`config.mk`:
```
export PLATFORM = sky130hd
export DESIGN_NAME = servo_sweep_ctrl
export DESIGN_NICKNAME = d
export VERILOG_FILES = /design/src/rtl/servo_sweep_ctrl_pkg.sv /design/src/rtl/servo_sweep_ctrl_sweep_timer.sv /design/src/rtl/servo_sweep_ctrl.sv
export SDC_FILE = /design/constraint.sdc
export NUM_CORES = 1
export LEC_CHECK = 0
export ABC_AREA = 0
export CAP_MARGIN = 10
export CORE_MARGIN = 2
export CORE_UTILIZATION = 35
export DETAILED_ROUTE_END_ITERATION = 12
export PLACE_DENSITY_LB_ADDON = 0.1
export SYNTH_ARGS = -nofsm -noshare
export SYNTH_HDL_FRONTEND = slang
export SYNTH_SLANG_ARGS = --single-unit
```
`constraint.sdc`:
```
create_clock -name clk -period 3.1 [get_ports clk]
set_clock_uncertainty 0.2 [all_clocks]
set_input_delay 0.465 -clock clk [delete_from_list [all_inputs] [get_ports clk]]
set_output_delay 0.465 -clock clk [all_outputs]
set_load 0.05 [all_outputs]
```
`src/rtl/servo_sweep_ctrl_pkg.sv`:
```
// rtl/servo_sweep_ctrl_pkg.sv - shared types and constants for the servo sweep sequencer
package servo_sweep_ctrl_pkg;

  typedef enum logic [2:0] {
    IDLE   = 3'd0,
    SETTLE = 3'd1,
    SAMPLE = 3'd2,
    STEP   = 3'd3,
    PARK   = 3'd4
  } sweep_state_t;

  localparam int ANGLE_W         = 16;
  localparam int TIMER_W         = 32;
  localparam int DEFAULT_DWELL   = 2000000;
  localparam int DEFAULT_TIMEOUT = 1000000;

endpackage

```
`src/rtl/servo_sweep_ctrl_sweep_timer.sv`:
```
// rtl/servo_sweep_ctrl_sweep_timer.sv - loadable down-counter with zero flag, shared by dwell and sample timeout
module sweep_timer
  import servo_sweep_ctrl_pkg::*;
#(
  parameter int W = TIMER_W
) (
  input  logic         clk,
  input  logic         rst,
  input  logic         load,
  input  logic [W-1:0] load_value,
  output logic         zero
);

  logic [W-1:0] count;

  always_ff @(posedge clk) begin
    if (rst) begin
      count <= '0;
    end else if (load) begin
      count <= load_value;
    end else if (count != '0) begin
      count <= count - 1'b1;
    end
  end

  assign zero = (count == '0);

endmodule

```
`src/rtl/servo_sweep_ctrl.sv`:
```
// rtl/servo_sweep_ctrl.sv - angle sweep sequencer with IR peak tracking; SWEEP_AVG_EN selects 4-sample averaging
module servo_sweep_ctrl
  import servo_sweep_ctrl_pkg::*;
#(
  parameter int ANGLE_MIN      = 0,
  parameter int ANGLE_MAX      = 180,
  parameter int ANGLE_STEP     = 5,
  parameter int DWELL_CYCLES   = DEFAULT_DWELL,
  parameter int SAMPLE_TIMEOUT = DEFAULT_TIMEOUT,
  parameter int IR_W           = 8
) (
  input  logic               clk,
  input  logic               rst,
  input  logic               start,
  input  logic               ir_valid,
  input  logic [IR_W-1:0]    ir_level,
  output logic [ANGLE_W-1:0] angle,
  output logic               busy,
  output logic               done,
  output logic [ANGLE_W-1:0] peak_angle,
  output logic [IR_W-1:0]    peak_level
);

  // Timer runs load_value+1 cycles before its zero flag is seen.
  localparam logic [TIMER_W-1:0] DWELL_LOAD   = (DWELL_CYCLES > 0) ? TIMER_W'(DWELL_CYCLES - 1) : '0;
  localparam logic [TIMER_W-1:0] TIMEOUT_LOAD = (SAMPLE_TIMEOUT > 0) ? TIMER_W'(SAMPLE_TIMEOUT - 1) : '0;
  localparam logic [ANGLE_W-1:0] A_MIN  = ANGLE_W'(ANGLE_MIN);
  localparam logic [ANGLE_W:0]   A_MAX  = (ANGLE_W+1)'(ANGLE_MAX);
  localparam logic [ANGLE_W:0]   A_STEP = (ANGLE_W+1)'(ANGLE_STEP);

  sweep_state_t         state, state_next;
  logic                 tmr_load;
  logic [TIMER_W-1:0]   tmr_value;
  logic                 tmr_zero;
  logic [IR_W-1:0]      wk_level;
  logic [ANGLE_W-1:0]   wk_angle;
  logic                 sample_done;
  logic [IR_W-1:0]      sample_value;
  logic [ANGLE_W:0]     angle_inc;
  logic                 step_ok;

  assign angle_inc = {1'b0, angle} + A_STEP;
  assign step_ok   = (angle_inc <= A_MAX);

  sweep_timer #(.W(TIMER_W)) u_timer (
    .clk        (clk),
    .rst        (rst),
    .load       (tmr_load),
    .load_value (tmr_value),
    .zero       (tmr_zero)
  );

`ifdef SWEEP_AVG_EN
  logic [IR_W+1:0] acc;
  logic [IR_W+1:0] acc_sum;
  logic [1:0]      acc_cnt;

  assign acc_sum = acc + {2'b00, ir_level};

  // Missing samples in a timed-out window contribute 0 to the sum.
  always_comb begin
    sample_done  = (ir_valid && acc_cnt == 2'd3) || tmr_zero;
    sample_value = ir_valid ? acc_sum[IR_W+1:2] : acc[IR_W+1:2];
  end

  always_ff @(posedge clk) begin
    if (rst || state != SAMPLE) begin
      acc     <= '0;
      acc_cnt <= '0;
    end else if (ir_valid) begin
      acc     <= acc_sum;
      acc_cnt <= acc_cnt + 2'd1;
    end
  end
`else
  always_comb begin
    sample_done  = ir_valid || tmr_zero;
    sample_value = ir_valid ? ir_level : '0;
  end
`endif

  always_ff @(posedge clk) begin
    if (rst) state <= IDLE;
    else     state <= state_next;
  end

  always_comb begin
    state_next = state;
    tmr_load   = 1'b0;
    tmr_value  = DWELL_LOAD;
    case (state)
      IDLE: if (start) begin
        state_next = SETTLE;
        tmr_load   = 1'b1;
      end
      SETTLE: if (tmr_zero) begin
        state_next = SAMPLE;
        tmr_load   = 1'b1;
        tmr_value  = TIMEOUT_LOAD;
      end
      SAMPLE: if (sample_done) state_next = STEP;
      STEP: begin
        state_next = step_ok ? SETTLE : PARK;
        tmr_load   = 1'b1;
      end
      PARK: if (tmr_zero) state_next = IDLE;
      default: state_next = IDLE;
    endcase
  end

  always_ff @(posedge clk) begin
    if (rst) begin
      angle      <= A_MIN;
      busy       <= 1'b0;
      done       <= 1'b0;
      peak_angle <= A_MIN;
      peak_level <= '0;
      wk_angle   <= A_MIN;
      wk_level   <= '0;
    end else begin
      done <= 1'b0;
      case (state)
        IDLE: if (start) begin
          angle    <= A_MIN;
          busy     <= 1'b1;
          wk_angle <= A_MIN;
          wk_level <= '0;
        end
        // Strict compare: on ties the earlier, lower angle is kept.
        SAMPLE: if (sample_done && sample_value > wk_level) begin
          wk_level <= sample_value;
          wk_angle <= angle;
        end
        STEP: begin
          if (step_ok) begin
            angle <= angle_inc[ANGLE_W-1:0];
          end else begin
            angle      <= wk_angle;
            peak_angle <= wk_angle;
            peak_level <= wk_level;
          end
        end
        PARK: if (tmr_zero) begin
          done <= 1'b1;
          busy <= 1'b0;
        end
        default: ;
      endcase
    end
  end

endmodule

```
==> results of run 1 <==
## layout make-up
cell class	count	share of cell area [%]
sequential	101	32.4
clock inverter	6	0.980
clock buffer	10	3.82
timing repair buffer	77	11.7
inverter	11	0.660
tap	184	3.68
multi-input combinational	439	46.8
## stage by stage
stage | instance area [sq um] | hold slack, ns | util (%) | total power, W | worst slack (ns)
2_1_floorplan | 5150 | 0.264 | - | 0.00182 | 0.0306
3_3_place_gp | 5950 | 0.278 | 41.3 | 0.00196 | 0.0778
3_5_place_dp | 5950 | 0.283 | 41.3 | 0.00197 | 0.000290
4_1_cts | 6250 | 0.300 | 43.3 | 0.00314 | 0.111
5_1_grt | 6260 | 0.312 | 43.4 | 0.00324 | 0.0174
6_report | 6260 | 0.294 | 43.4 | 0.00309 | 0.114
## cells by family after synthesis
logic type	share of synthesized area, %
simple gates	27.2
xor+xnor	6.13
fa+ha+maj	2.92
buf+inv	3.99
mux	10.9
compound gates	9.51
flops	39.3
## worst min-delay path: cells and delay by family (launching register included)
family	cells	cell delay, ns
flip-flops	1	0.33
multiplexers	1	0.07
AND/OR/NAND/NOR	1	0.07
## cells in the final DEF, fill, tap and decap left out, types with 13 or more instances in the layout
master,instances
sky130_fd_sc_hd__xnor2_1,22
sky130_fd_sc_hd__nor4_1,13
sky130_fd_sc_hd__nor2_1,83
sky130_fd_sc_hd__nand2b_1,29
sky130_fd_sc_hd__clkdlybuf4s50_1,52
sky130_fd_sc_hd__buf_4,22
sky130_fd_sc_hd__mux2i_1,56
sky130_fd_sc_hd__nand2_1,28
sky130_fd_sc_hd__a21oi_1,29
sky130_fd_sc_hd__xor2_1,14
sky130_fd_sc_hd__dfxtp_1,99
sky130_fd_sc_hd__nand3b_1,27
sky130_fd_sc_hd__nor3_1,17
## worst paths after layout
path	startpoint	to	cells after the start	slack, ns
worst max-delay path	u_timer.count[9]	u_timer.count[2]	7	0.11
worst min-delay path	peak_level[5]	peak_level[5]	2	0.29
worst max register to register	u_timer.count[9]	u_timer.count[2]	7	0.11
worst min register to register	peak_level[5]	peak_level[5]	2	0.29
## metal layers
layer	track usage, %	vias up
met5	0	-
met4	5.42	0
met3	3.77	13
met2	27.5	67
met1	21.0	1968
li1	-	2153
## state kept, by name, summed over array words and instances, names as in the netlist
register / count
u_timer.count: 32
angle: 16
peak_angle: 16
wk_angle: 16
peak_level: 8
wk_level: 8
state: 3
busy: 1
done: 1
## where the power goes
group | switching, W | internal (W)
sequential | 0.0000547 | 0.00135
combinational | 0.000296 | 0.000236
clock | 0.000502 | 0.000646
==> flow_metrics.py, run 1 <==
metrics = {
    "die": {
        "pin_count": 54,
        "die_y_microns": 125,
        "fp.dieW_microns": 125,
        "die_area_sq_um": 15700,
        "initial_utilization_pct": 35.7,
        "coreArea_sq_um": 14400,
        "rows": 44,
    },
    "sta": {
        "max_clock_freq_mhz": 335,
        "final_min_period_over_clock_period_pct": 96.3,
        "grt_setup_unrepaired": "no",
        "worst_slew_pin_slew_ns": 0.713,
        "setup-violations-final": 0,
        "tns_ns": 0,
        "hold_violations": 0,
        "max_slew_margin_pct": 52.4,
        "drv_slew": 0,
        "period_minus_slack_ns": 2.99,
    },
    "logic_synthesis": {
        "synth.net_count": 612,
        "dominantRegCellSynth": "sky130_fd_sc_hd__dfxtp_1",
        "post-synth-top-count-cell": "sky130_fd_sc_hd__dfxtp_1",
        "ys_ff_latch": 101,
        "ys_top_cells_by_area": "sky130_fd_sc_hd__dfxtp_1 (39%), sky130_fd_sc_hd__mux2i_1 (11%), sky130_fd_sc_hd__nor2_1 (6.1%)",
        "ys_types": 55,
        "syn-instance-count": 588,
        "synth_enable_flop_cells": 0,
        "async_flop_share_pct": 0,
        "synth.cells.most_frequent": "sky130_fd_sc_hd__dfxtp_1 (101), sky130_fd_sc_hd__nor2_1 (83), sky130_fd_sc_hd__mux2i_1 (56)",
        "post-synth-top-area-cell": "sky130_fd_sc_hd__dfxtp_1",
        "synth.avg_cell_area_sq_um": 8.75,
        "syn-cell-area_sq_um": 5140,
        "portion_of_synthesized_cell_area_occupied_by_the_leading_cell_type_pct": 39.3,
        "ys.warnings.count": 0,
        "synth_sequential_area_ratio_pct": 39.3,
    },
    "grt": {
        "grt.total_usage_pct": 16.4,
        "initial_antenna_violation_count": 0,
        "grt_start_max_net_pins": 39,
        "globalRouteOverflowTotal": 0,
        "grt_pass1_vias": 4191,
        "grt_first_pass_wirelength_microns": 21000,
    },
    "routing": {
        "drtIter0Drc": 268,
        "wl_met2_microns": 5860,
        "top_layer": "met4",
        "wl_microns": 12500,
        "postRouteAntennaNets": 0,
        "drt_pre_antenna_iters": 4,
        "remaining_drc_errors": 0,
        "routed_length_per_instance_microns": 15.1,
        "length_of_routed_wiring_on_met1_microns": 5970,
        "routed_via_density": 5.07,
        "detailroute.via_count": 4201,
        "met3WireLength_microns": 434,
    },
    "final_layout": {
        "diodes": 0,
        "final_cells": 828,
        "area.sequential_sq_um": 2020,
        "fraction_of_layout_cells_with_a_size_suffix_above_1_pct": 8.54,
        "nFillCells": 1433,
        "flow.area_growth_from_synthesis_pct": 21.6,
        "final_net_count": 663,
        "multi_input_area_sq_um": 2930,
    },
    "pwr": {
        "pwr_density_cell_nw_per_um2": 493,
        "cellLeakagePower_nw": 2.22,
        "irDropWorstVdd_mv": 0.317,
    },
    "clock_network": {
        "tritoncts_clock_tree": "built",
        "ctsRootBufferMaster": "sky130_fd_sc_hd__clkbuf_16",
        "path_clk_slew_ns": 0.07,
        "ctsLongestPathBuffers": 2,
        "cts-buffers-inserted": 9,
        "cts-hold-fix-buffers": 0,
        "post_cts_resize_count": 0,
        "clkSinkCount": 101,
        "later_pin_clock_latency_in_the_skew_report_ns": 0.35,
        "ctsHtreeMaxLevel": 3,
        "cts.repair_timing.setup_buffer_count": 0,
    },
    "job": {
        "max_cap_violations": 0,
    },
    "place": {
        "gpl.final_weighted_congestion": 0.825,
        "hpwl_microns": 8910,
        "place.detailed.instances": 812,
        "placement.io_buffers": 53,
    },
    "worst_setup_path": {
        "critical_path.startpoint_type": "flop",
        "required_ns": 3.11,
        "path_buf_inv": 0,
        "worst_path_most_repeated_cell": "sky130_fd_sc_hd__or4_4",
        "delay_of_the_slowest_cell_on_the_worst_path_ns": 0.55,
        "cpLargestDelayFamily": "simple AND/OR/NAND/NOR gates",
        "critPathArrivalTime_ns": 2.99,
        "critPathKind": "flop to flop",
        "cp-end-kind": "flop",
        "critical_path_peak_fanout": 7,
        "chain_of_cells_forming_the_critical_path": "or4_4 > or4_4 > or3_2 > or2_0 > nand2_1 > xor2_1 > a21oi_1",
        "critical_path.slowest_cell": "sky130_fd_sc_hd__or4_4",
    },
    "outcome": {
        "outcome": "finished, final reports clean",
    },
    "hold_path": {
        "timing.hold.worst.class": "flop to flop",
    },
}
Note: power is estimated with default switching activity, not from simulation.
==> run 2: changes to the inputs <==
SLEW_MARGIN = 20   (was default)
==> results of run 2 <==
Final layout, timing and power as in run 1 (identical DEF).
